$ cat src/rtl/open_loop_pkg.sv
// Shared types for the open-loop benchmark application.
//   flag_e : one-bit boolean flag carried by datapath status signals.
package open_loop_pkg;

    typedef enum logic {
        FALSE = 1'b0,
        TRUE  = 1'b1
    } flag_e;

endpackage

$ cat src/rtl/tx_open_loop_pkg.sv
// Types for the open-loop TX engine.
//   tx_out_mux_sel_e : selects which NoC flit the datapath drives out.
//   tx_ctrl_state_e  : states of the TX engine control FSM.
package tx_open_loop_pkg;

    typedef enum logic {
        MSG_REQ    = 1'b0,
        PTR_UPDATE = 1'b1
    } tx_out_mux_sel_e;

    typedef enum logic [3:0] {
        IDLE       = 4'd0,
        RD_STATE   = 4'd1,
        WAIT_STATE = 4'd2,
        REQ_SPACE  = 4'd3,
        WAIT_NOTIF = 4'd4,
        WR_HDR     = 4'd5,
        WR_DATA    = 4'd6,
        PTR_UPD    = 4'd7,
        WR_STATE   = 4'd8,
        REENQ      = 4'd9
    } tx_ctrl_state_e;

endpackage

$ cat src/rtl/open_loop_tx_engine_ctrl.sv
// Control FSM for the open-loop benchmark TX engine. One send-queue entry is
// processed at a time: dequeue, read the flow context, request TX buffer space,
// wait for the tail-pointer notification, optionally copy the payload, post the
// pointer adjust, write the context back, then re-enqueue the flow unless it
// just sent its last packet.
//
// Ports:
//   clk, rst                   clock, synchronous active-high reset
//   send_q_*                   send-queue dequeue strobe / re-enqueue handshake
//   tx_app_state_*             flow context read request/response and write
//   tx_app_noc_vrtoc_*         MSG_REQ flit to TCP TX
//   ctrl_noc_tx_ptr_if_*       tail-pointer notification from TCP TX
//   tx_ptr_if_ctrl_noc_*       ADJUST_PTR flit to TCP TX
//   datap_wr_buf_req_*         TX buffer write header / data beats
//   ctrl_datap_*               datapath load strobes and output mux select
//   datap_ctrl_*               datapath status flags
//   app_done                   one-cycle pulse when a flow finishes
//   stall_cnt                  cycles spent waiting on the notification
//                              (only when OPEN_LOOP_TX_STALL_CNT_EN is defined)
//
// Build option: define OPEN_LOOP_TX_STALL_CNT_EN to add the saturating
// notification stall counter and its stall_cnt output.
module open_loop_tx_engine_ctrl
    import open_loop_pkg::*;
    import tx_open_loop_pkg::*;
#(
    parameter int STALL_CNT_W = 32
) (
    input  logic            clk,
    input  logic            rst,

    input  logic            send_q_rd_val,
    output logic            send_q_rd_req,
    output logic            send_q_wr_val,
    input  logic            send_q_wr_rdy,

    output logic            tx_app_state_rd_req_val,
    input  logic            tx_app_state_rd_req_rdy,
    input  logic            app_state_tx_rd_resp_val,
    output logic            tx_app_state_rd_resp_rdy,
    output logic            tx_app_state_wr_val,
    input  logic            tx_app_state_wr_rdy,

    output logic            tx_app_noc_vrtoc_val,
    input  logic            noc_vrtoc_tx_app_rdy,
    input  logic            ctrl_noc_tx_ptr_if_val,
    output logic            tx_ptr_if_ctrl_noc_rdy,
    output logic            tx_ptr_if_ctrl_noc_val,
    input  logic            ctrl_noc_tx_ptr_if_rdy,

    output logic            datap_wr_buf_req_val,
    input  logic            wr_buf_datap_req_rdy,
    output logic            datap_wr_buf_req_data_val,
    input  logic            wr_buf_datap_req_data_rdy,

    output logic            ctrl_datap_store_inputs,
    output logic            ctrl_datap_store_app_state,
    output logic            ctrl_datap_decr_bytes_left,
    output logic            ctrl_datap_store_notif,
    output tx_out_mux_sel_e ctrl_datap_out_mux_sel,

    input  logic            datap_ctrl_last_wr,
    input  logic            datap_ctrl_last_pkt,
    input  flag_e           datap_ctrl_should_copy,

    output logic            app_done
`ifdef OPEN_LOOP_TX_STALL_CNT_EN
    ,
    output logic [STALL_CNT_W-1:0] stall_cnt
`endif
);

    if (STALL_CNT_W < 2) begin : g_bad_stall_cnt_w
        $error("STALL_CNT_W must be at least 2");
    end

    tx_ctrl_state_e state;
    tx_ctrl_state_e state_next;

    always_ff @(posedge clk) begin
        if (rst) begin
            state <= IDLE;
        end else begin
            state <= state_next;
        end
    end

    // All outputs are pure state decodes gated by the matching handshake input,
    // so every val holds steady until its rdy arrives.
    always_comb begin
        state_next                 = state;
        send_q_rd_req              = 1'b0;
        send_q_wr_val              = 1'b0;
        tx_app_state_rd_req_val    = 1'b0;
        tx_app_state_rd_resp_rdy   = 1'b0;
        tx_app_state_wr_val        = 1'b0;
        tx_app_noc_vrtoc_val       = 1'b0;
        tx_ptr_if_ctrl_noc_rdy     = 1'b0;
        tx_ptr_if_ctrl_noc_val     = 1'b0;
        datap_wr_buf_req_val       = 1'b0;
        datap_wr_buf_req_data_val  = 1'b0;
        ctrl_datap_store_inputs    = 1'b0;
        ctrl_datap_store_app_state = 1'b0;
        ctrl_datap_decr_bytes_left = 1'b0;
        ctrl_datap_store_notif     = 1'b0;
        ctrl_datap_out_mux_sel     = MSG_REQ;
        app_done                   = 1'b0;

        case (state)
            IDLE: begin
                if (send_q_rd_val) begin
                    send_q_rd_req           = 1'b1;
                    ctrl_datap_store_inputs = 1'b1;
                    state_next              = RD_STATE;
                end
            end
            RD_STATE: begin
                tx_app_state_rd_req_val = 1'b1;
                if (tx_app_state_rd_req_rdy) begin
                    state_next = WAIT_STATE;
                end
            end
            WAIT_STATE: begin
                tx_app_state_rd_resp_rdy = 1'b1;
                if (app_state_tx_rd_resp_val) begin
                    ctrl_datap_store_app_state = 1'b1;
                    state_next                 = REQ_SPACE;
                end
            end
            REQ_SPACE: begin
                ctrl_datap_out_mux_sel = MSG_REQ;
                tx_app_noc_vrtoc_val   = 1'b1;
                if (noc_vrtoc_tx_app_rdy) begin
                    state_next = WAIT_NOTIF;
                end
            end
            WAIT_NOTIF: begin
                tx_ptr_if_ctrl_noc_rdy = 1'b1;
                if (ctrl_noc_tx_ptr_if_val) begin
                    ctrl_datap_store_notif = 1'b1;
                    state_next = (datap_ctrl_should_copy == TRUE) ? WR_HDR : PTR_UPD;
                end
            end
            WR_HDR: begin
                datap_wr_buf_req_val = 1'b1;
                if (wr_buf_datap_req_rdy) begin
                    state_next = WR_DATA;
                end
            end
            WR_DATA: begin
                // last_wr describes the beat being accepted now, so a
                // single-beat payload leaves after its only beat.
                datap_wr_buf_req_data_val = 1'b1;
                if (wr_buf_datap_req_data_rdy) begin
                    ctrl_datap_decr_bytes_left = 1'b1;
                    if (datap_ctrl_last_wr) begin
                        state_next = PTR_UPD;
                    end
                end
            end
            PTR_UPD: begin
                // Posted: the adjust is fire-and-forget, no ack is awaited.
                ctrl_datap_out_mux_sel = PTR_UPDATE;
                tx_ptr_if_ctrl_noc_val = 1'b1;
                if (ctrl_noc_tx_ptr_if_rdy) begin
                    state_next = WR_STATE;
                end
            end
            WR_STATE: begin
                // last_pkt reflects the context as read, before the increment
                // that is being written back.
                tx_app_state_wr_val = 1'b1;
                if (tx_app_state_wr_rdy) begin
                    if (datap_ctrl_last_pkt) begin
                        app_done   = 1'b1;
                        state_next = IDLE;
                    end else begin
                        state_next = REENQ;
                    end
                end
            end
            REENQ: begin
                send_q_wr_val = 1'b1;
                if (send_q_wr_rdy) begin
                    state_next = IDLE;
                end
            end
            default: begin
                state_next = IDLE;
            end
        endcase
    end

`ifdef OPEN_LOOP_TX_STALL_CNT_EN
    // Saturating count of cycles spent waiting for the tail-pointer notification.
    always_ff @(posedge clk) begin
        if (rst) begin
            stall_cnt <= '0;
        end else if ((state == WAIT_NOTIF) && !ctrl_noc_tx_ptr_if_val && (stall_cnt != '1)) begin
            stall_cnt <= stall_cnt + STALL_CNT_W'(1);
        end
    end
`endif

endmodule

$ cat config.mk
export PLATFORM = sky130hd
export DESIGN_NAME = open_loop_tx_engine_ctrl
export DESIGN_NICKNAME = d
export VERILOG_FILES = /design/src/rtl/open_loop_pkg.sv /design/src/rtl/tx_open_loop_pkg.sv /design/src/rtl/open_loop_tx_engine_ctrl.sv
export SDC_FILE = /design/constraint.sdc
export NUM_CORES = 1
export LEC_CHECK = 0
export CAP_MARGIN = 20
export CORE_UTILIZATION = 36
export CTS_CLUSTER_DIAMETER = 40
export DETAILED_ROUTE_END_ITERATION = 12
export GPL_ROUTABILITY_DRIVEN = 0
export PLACE_DENSITY = 0.78
export RECOVER_POWER = 25
export SLEW_MARGIN = 20
export SYNTH_ARGS = -nofsm -noshare
export SYNTH_HDL_FRONTEND = slang
export SYNTH_SLANG_ARGS = --single-unit
$ cat constraint.sdc
create_clock -name clk -period 1.71 [get_ports clk]
set_input_delay 0.171 -clock clk [delete_from_list [all_inputs] [get_ports clk]]
set_output_delay 0.171 -clock clk [all_outputs]
set_load 0.05 [all_outputs]
Yosys cells after proc, flatten, opt, wreduce, memory -nomap -nowiden --
Index checks and enable logic that the tools add are counted.
Storage, ports and cells: register bits after elaboration 4, bits of input ports 15, output and inout bits 16, word-level logic and storage cells 57
Cells by class: eq/ne operators 20, multiplexer cells 34, reductions and logical operators 2
Operators by type and width (count):
- $mux W4 | 12
- $pmux W4 S10 | 1
- $ne A2 B2 Y1 const B | 11
- $mux W1 | 20
- $eq A4 B3 Y1 const B | 4
- $reduce_and A11 Y1 | 1
- $eq A4 B2 Y1 const B | 2
- $eq A4 B4 Y1 const B | 2
- $eq A4 B1 Y1 const B | 1
- $logic_not A4 Y1 | 1
- $mux W2 | 1

Logic depth before layout (Yosys ltp) --
Gate-level depths: netlist (run 1).
word-level depth 3, gate-level depth with buffers 6, mapped depth without buffers 5

Worst setup path after synthesis (run 1) --
OpenSTA, ideal clock, no wires.
path kind register -> output, start reg state[0], end out ctrl_datap_store_app_state, arrival 2.960 ns, data required time 1.539 ns, slack -1.421 ns, stages on the path, launching flop included 5, path buffers 2, cells stage by stage dfxtp_1 buf_2 clkbuf_1 nor4b_1 and2_1
Between the ends: cells in the longest elaborated chain, start to end 2
RTL lines:
- start: declaration | line open_loop_tx_engine_ctrl.sv:77 | tx_ctrl_state_e state;
- start signal: assignment | line open_loop_tx_engine_ctrl.sv:84 | state <= state_next;
- $eq A4 B2 Y1 | line open_loop_tx_engine_ctrl.sv:109 | case (state)
- $mux W1 | line open_loop_tx_engine_ctrl.sv:109
- end: declaration | line open_loop_tx_engine_ctrl.sv:57 | output logic ctrl_datap_store_app_state,
Every way passes these cells.

Worst setup path in the final report (run 1) --
start reg state[0], end out app_done
Between the ends: cells in the longest elaborated chain, start to end 2
RTL lines:
- $eq A4 B4 Y1 | line open_loop_tx_engine_ctrl.sv:109
- $mux W1 | line open_loop_tx_engine_ctrl.sv:109
- end: declaration | line open_loop_tx_engine_ctrl.sv:66 | output logic app_done
Every way passes these cells.

==> results.txt, run 1 <==
----------------------------------------------------
[Timing]
  Tightest Pin Transition ... 0.297 ns
  Min cycle time layout ... 1.65 ns
  Final hold viol count ... 0
  Maximum clock rate ... 605 MHz
  Final critical-path share of the clock period ... 0.967
  Final setup skew ... 0.00984 ns
  Setup violators final ... 0
  Setup TNS after final layout ... 0 ns
  Final worst setup slack ... 0.0565 ns
  Number of max-slew violations in the final report ... 0
  RSZ-0062 raised after global routing ... false
  Worst slew margin ... 0.800

[Floorplan]
  Core outline area ... 0.00132 mm²
  Die boundary width ... 39.8 µm
  Die span in y ... 39.8 µm
  I/O pin total ... 31
  Total number of placement rows ... 13
  Starting Density ... 0.390
  Die Area ... 0.00158 mm²

[Synthesis]
  Synthesized Nets ... 80
  Gate Count Post-Synth ... 65
  Top post-synthesis cells by area ... dfxtp_1 16%, nor3b_1 7.3%, nor4bb_4 4.9%, buf_4 4.4%, nor2_1 4.4%
  Mean post-synth cell area ... 7.91 µm²
  Count of different cell masters after synthesis ... 33
  Proportion of synthesized chip area in sequential cells ... 0.156
  Area leader, netlist ... dfxtp_1
  Leading post-synthesis cells by instance count ... 6 x nor2_1, 5 x nor3b_1, 4 x dfxtp_1, 4 x nand2_1
  Synth warn ... 0
  Post-synthesis register bit count ... 4
  Most instantiated flip-flop cell in the synthesis netlist ... dfxtp_1
  Async set-or-reset flop fraction in the synthesized netlist ... 0
  Post-synthesis instance area ... 514 µm²
  Number of synthesized flops with an enable pin ... 0
  Proportion of netlist area held by the largest area contributor ... 0.156
  Leading cell type by number of instances after synthesis ... nor2_1

[Clock tree]
  CTS max path bufs ... 2
  Deepest level of the CTS H-tree ... 1
  Hold-fix buffers at CTS ... 0
  Root Driver ... clkbuf_4
  TritonCTS clock tree ... done
  Sink Count ... 4
  Number of buffers created by CTS ... 3
  Clock latency of the later-clocked register in the worst-skew pair ... 0.24 ns
  Clock transition at the registers of the reported paths ... 0.03 ns

[Run]
  Maximum capacitance violations ... 0

[Final layout]
  Final antenna diode count ... 0
  Max FFs per register ... 4
  Fraction of layout cells with a size suffix above 1 ... 0.437
  Area delta synth->final ... 111%
  Biggest registers after layout ... state (4)
  Layout Cells excl Fill ... 118
  Register with the most flip-flops ... state
  Number of nets at the end of the flow ... 119

[Setup path]
  Type of the worst setup path ... flop to output pin
  Type of element capturing the critical path ... output pin
  Number of cells on the worst reg-to-reg path ... 6
  Crit path required time ... 1.54 ns
  Startpoint type of the worst setup path ... flop
  Arrival time reported for the critical path endpoint ... 1.48 ns
  CP max FO ... 9

[Global routing]
  Vias in the first global route ... 668
  GRT Util Overall ... 0.265
  Initial antenna violation count ... 0
  Pin count of the biggest net entering global routing ... 11
  Total grt overflow ... 0
  Global-route wire length before repair ... 2770 µm

[Power]
  Share of total power consumed by net switching ... 0.482
  Clock Power Share ... 0.105
  Sequential power share ... 0.150
  Power dissipated by switching net loads ... 0.609 mW
  Power Density ... 1160 mW/mm²
  P_int ... 0.653 mW
  Logic pwr share ... 0.746
  Reported leakage power ... 0.435 nW
  Worst IR drop on VDD ... 1.09 mV

[Placement]
  Post-DP HPWL ... 1440 µm
  Number of placed cells counting well taps ... 111
  Setup slack after placement ... -0.0332 ns
  Port-buffer cells ... 30

[Detailed routing]
  Routed vias ... 656
  Post-detailed-route via-to-cell ratio ... 5.56
  Post-DR wirelength/cell ... 15.2 µm
  Drc violations ... 0
  Drt first pass iters ... 4
  Remaining number of nets flagged by the antenna check after routing ... 0
  Drt total wl ... 1800 µm
  Initial DRC count ... 6

[Min path]
  Hold Path Cell Cnt ... 2
  Type of the tightest min-delay check ... input port to flop

[Outcome]
  Status ... complete, no violations

----------------------------------------------------
repair_timing:
action                                  CTS  global route
resized for setup                         0             1
cloned                                    0             0
buffers inserted                          3             0
endpoints found under the setup margin    1             8
pin swaps                                 0             0
critical path: stages (launching register included):
cell      delay (ns)
dfxtp_2         0.36
clkbuf_2        0.21
nor4b_4         0.31
and3_4          0.24
buf_12          0.13
power groups by stage:
stage,logic [mW],clock network (mW),registers (mW)
6_report,0.941,0.132,0.189
5_1_grt,0.990,0.148,0.195
4_1_cts,0.943,0.141,0.183
3_5_place_dp,0.871,0,0.216
3_3_place_gp,0.832,0,0.212
2_1_floorplan,0.650,0,0.149
cells by family (layout without fill, tap and decap cells):
group                  Yosys count  count (layout)  share of synthesized area
and+or+nand+nor                 38              38                      0.533
AOI/OAI and AO/OA               11              11                      0.158
buffers and inverters           10              48                      0.114
DFF                              4               4                      0.156
muxes                            2               2                     0.0389
layout make-up:
type                            instances  area (µm²)
Clock buffer                            4        26.3
Fill cell                              78         233
Inverter                                3        11.3
Multi-Input combinational cell         51         430
Sequential cell                         4        86.3
Tap cell                               15        18.8
Timing Repair Buffer                   41         512
through the flow:
step | area (µm²) | hold slack, ns | utilization | total power, mW
detailed placement | 1040 | 0.689 | 0.790 | 1.09
global route | 1080 | 0.562 | 0.823 | 1.33
floorplan | 587 | 0.243 | - | 0.799
CTS | 1090 | 0.540 | 0.827 | 1.27
global placement | 1040 | 0.677 | 0.790 | 1.04
finish | 1080 | 0.557 | 0.823 | 1.26
path summary, 6_finish.rpt:
path	slack, ns	to	start
setup / recovery	0.06	app_done	state[0]
hold / removal	0.56	state[0]	rst
setup reg to reg	0.09	state[1]	state[1]
hold reg to reg	0.69	state[2]	state[2]
layout by cell type, fill, tap and decap left out, types with 2 or more instances in the layout:
cell type        Yosys  final
nor2b_1              3      3
clkbuf_4             0      3
clkdlybuf4s50_1      0     14
a21oi_1              2      2
o21ai_0              2      2
nor3b_1              5      5
buf_4                3     11
inv_1                3      3
buf_12               0     14
nor3_1               2      2
nor2_1               6      5
nor4b_4              0      3
and3_1               3      2
clkbuf_1             1      2
nand3_1              2      2
mux2i_1              2      2
dfxtp_2              0      2
nand2_1              4      4
layer usage:
| layer | vias up | routed length [µm] | GRT usage |
|---|---|---|---|
| li1 | 308 | - | - |
| met1 | 307 | 618 | 0.237 |
| met2 | 35 | 1030 | 0.537 |
| met3 | 6 | 89 | 0.0568 |
| met4 | 0 | 59 | 0.129 |
| met5 | - | 0 | 0 |
No activity file was read; power rests on OpenSTA's default activity.
==> run 2, diff against run 1 <==
CELL_PAD_IN_SITES_DETAIL_PLACEMENT = 0   (was unset)
CELL_PAD_IN_SITES_GLOBAL_PLACEMENT = 1   (was unset)
CORE_UTILIZATION = 24   (was 36)
PLACE_DENSITY = unset   (was 0.78)
PLACE_DENSITY_LB_ADDON = 0.1   (was unset)
==> results.txt, run 2 (synthesized netlist as in run 1, its figures left out) <==
----------------------------------------------------
[Timing]
  Tightest Pin Transition ... 0.595 ns
  Maximum clock rate ... 618 MHz
  Setup violators final ... 0
  Worst slew margin ... 0.605
  Min cycle time layout ... 1.62 ns
  Number of max-slew violations in the final report ... 0
  Final worst setup slack ... 0.0928 ns
  Final critical-path share of the clock period ... 0.946
  RSZ-0062 raised after global routing ... false
  Final hold viol count ... 0
  Final setup skew ... 0.00827 ns

[Floorplan]
  Die span in y ... 48.3 µm
  Total number of placement rows ... 16
  Starting Density ... 0.259
  Die Area ... 0.00233 mm²
  Core outline area ... 0.00198 mm²
  Die boundary width ... 48.3 µm
  I/O pin total ... 31

[Clock tree]
  Number of buffers created by CTS ... 3
  Root Driver ... clkbuf_4
  Deepest level of the CTS H-tree ... 1
  Clock transition at the registers of the reported paths ... 0.04 ns
  Clock latency of the later-clocked register in the worst-skew pair ... 0.23 ns
  Sink Count ... 4
  Hold-fix buffers at CTS ... 0
  TritonCTS clock tree ... done
  CTS max path bufs ... 2

[Global routing]
  Initial antenna violation count ... 0
  GR Util met1 ... 0.177
  Vias in the first global route ... 526
  Pin count of the biggest net entering global routing ... 18
  Global-route wire length before repair ... 2210 µm
  Total grt overflow ... 0
  Grt peak-use layer ... met2
  Met2 layer usage reported by global route ... 0.224
  Met3 usage ... 0.0370
  GRT Util Overall ... 0.134

[Placement]
  Post-DP HPWL ... 1150 µm
  Port-buffer cells ... 30
  Number of placed cells counting well taps ... 122
  Setup slack after placement ... 0.0188 ns

[Setup path]
  Cell-by-cell listing of the critical path ... buf_6 -> nor4b_4 -> and3_4 -> buf_12
  Type of the worst setup path ... flop to output pin
  Total buffers and inverters traversed by the critical path ... 2
  Terminus of the critical flop-to-flop path ... state[1]
  Startpoint type of the worst setup path ... flop
  Worst-case register-to-register setup slack ... 0.14 ns
  Longest individual stage delay on the worst path ... 0.41 ns
  CP max FO ... 9
  Crit path required time ... 1.54 ns
  Slowest stage cell, crit path ... dfxtp_2
  R2R Path Start ... state[0]
  Number of cells on the worst reg-to-reg path ... 6
  Type of element capturing the critical path ... output pin
  Arrival time reported for the critical path endpoint ... 1.45 ns
  Dominant delay contributor by cell family on the critical path ... simple AND/OR/NAND/NOR gates

[Power]
  Power Density ... 1130 mW/mm²
  Power dissipated by switching net loads ... 0.577 mW
  Worst IR drop on VDD ... 0.637 mV
  P_int ... 0.682 mW
  Reported leakage power ... 0.442 nW
  Clock Power Share ... 0.100
  Sequential power share ... 0.139
  Share of total power consumed by net switching ... 0.458
  Logic pwr share ... 0.761
  Overall power consumption ... 1.26 mW

[Final layout]
  Number of nets at the end of the flow ... 120
  Final antenna diode count ... 0
  Max FFs per register ... 4
  Layout Cells excl Fill ... 131
  Fraction of layout cells with a size suffix above 1 ... 0.442
  Area delta synth->final ... 117%
  Most used cells in the layout excluding fill and tap cells ... 14 x clkdlybuf4s50_1, 14 x buf_12, 12 x buf_4
  Biggest registers after layout ... state (4)
  Fraction of the core area covered by cells at the end of the flow ... 0.562
  Register with the most flip-flops ... state

[Detailed routing]
  Initial DRC count ... 9
  Drt first pass iters ... 4
  Routed vias ... 607
  Drc violations ... 0
  Drt total wl ... 1450 µm
  Post-DR wirelength/cell ... 11.1 µm
  Remaining number of nets flagged by the antenna check after routing ... 0
  Post-detailed-route via-to-cell ratio ... 4.63

[Min path]
  Type of the tightest min-delay check ... input port to flop
  Hold path endpoint ... state[0]
  Hold Path Cell Cnt ... 2
  Startpoint of the most critical hold path ... rst

[Run]
  Maximum capacitance violations ... 0

[Outcome]
  Status ... complete, no violations

----------------------------------------------------
## run 2: cell types whose count changed in the layout (fill, tap and decap cells not counted)
cell and delta:
clkbuf_2 -1, buf_4 +1, buf_6 +1
## run 2: through the flow
step	TNS (ns)	hold slack (ns)	area [µm²]
floorplan	-0.760	0.243	587
global placement	0	0.696	1050
detailed placement	0	0.695	1050
CTS	0	0.560	1070
global route	0	0.572	1110
finish	0	0.560	1110
## run 2: cell type report
type                            instances  area (µm²)
Fill cell                             167         868
Inverter                                3        11.3
Sequential cell                         4        86.3
Timing Repair Buffer                   42         526
Multi-Input combinational cell         51         430
Clock buffer                            4        26.3
Tap cell                               27        33.8
## run 2: power groups by stage
stage          Sequential, mW  Clock [mW]  Combinational, mW
2_1_floorplan           0.149           0              0.650
3_3_place_gp            0.200           0              0.861
3_5_place_dp            0.199           0              0.871
4_1_cts                 0.198       0.132              0.874
5_1_grt                 0.183       0.140               1.02
6_report                0.176       0.125              0.958
## run 2: how the worst max path moves through the flow
stage	start	to	slack (ns)	cells after the start
global route	state[3]	app_done	0.005	4
global placement	app_state_tx_rd_resp_val	state[1]	0.06	6
CTS	state[3]	app_done	0.02	4
detailed placement	app_state_tx_rd_resp_val	state[1]	0.02	6
floorplan	state[0]	ctrl_datap_store_app_state	-0.20	4
finish	state[3]	app_done	0.09	4
## run 2: metal layers
| metal | vias up | part of all wire | wire [µm] |
|---|---|---|---|
| met5 | - | 0 | 0 |
| met1 | 279 | 0.44 | 639 |
| met3 | 0 | 0.050 | 73 |
| met4 | 0 | 0 | 0 |
| li1 | 312 | - | - |
| met2 | 16 | 0.51 | 738 |
## run 2: timing repair
action                                 4_1_cts  5_1_grt
setup endpoints to repair                    1        9
gates resized for setup                      0        2
buffers inserted                             0        5
endpoints found under the hold margin        0        0
pin swaps                                    1        1
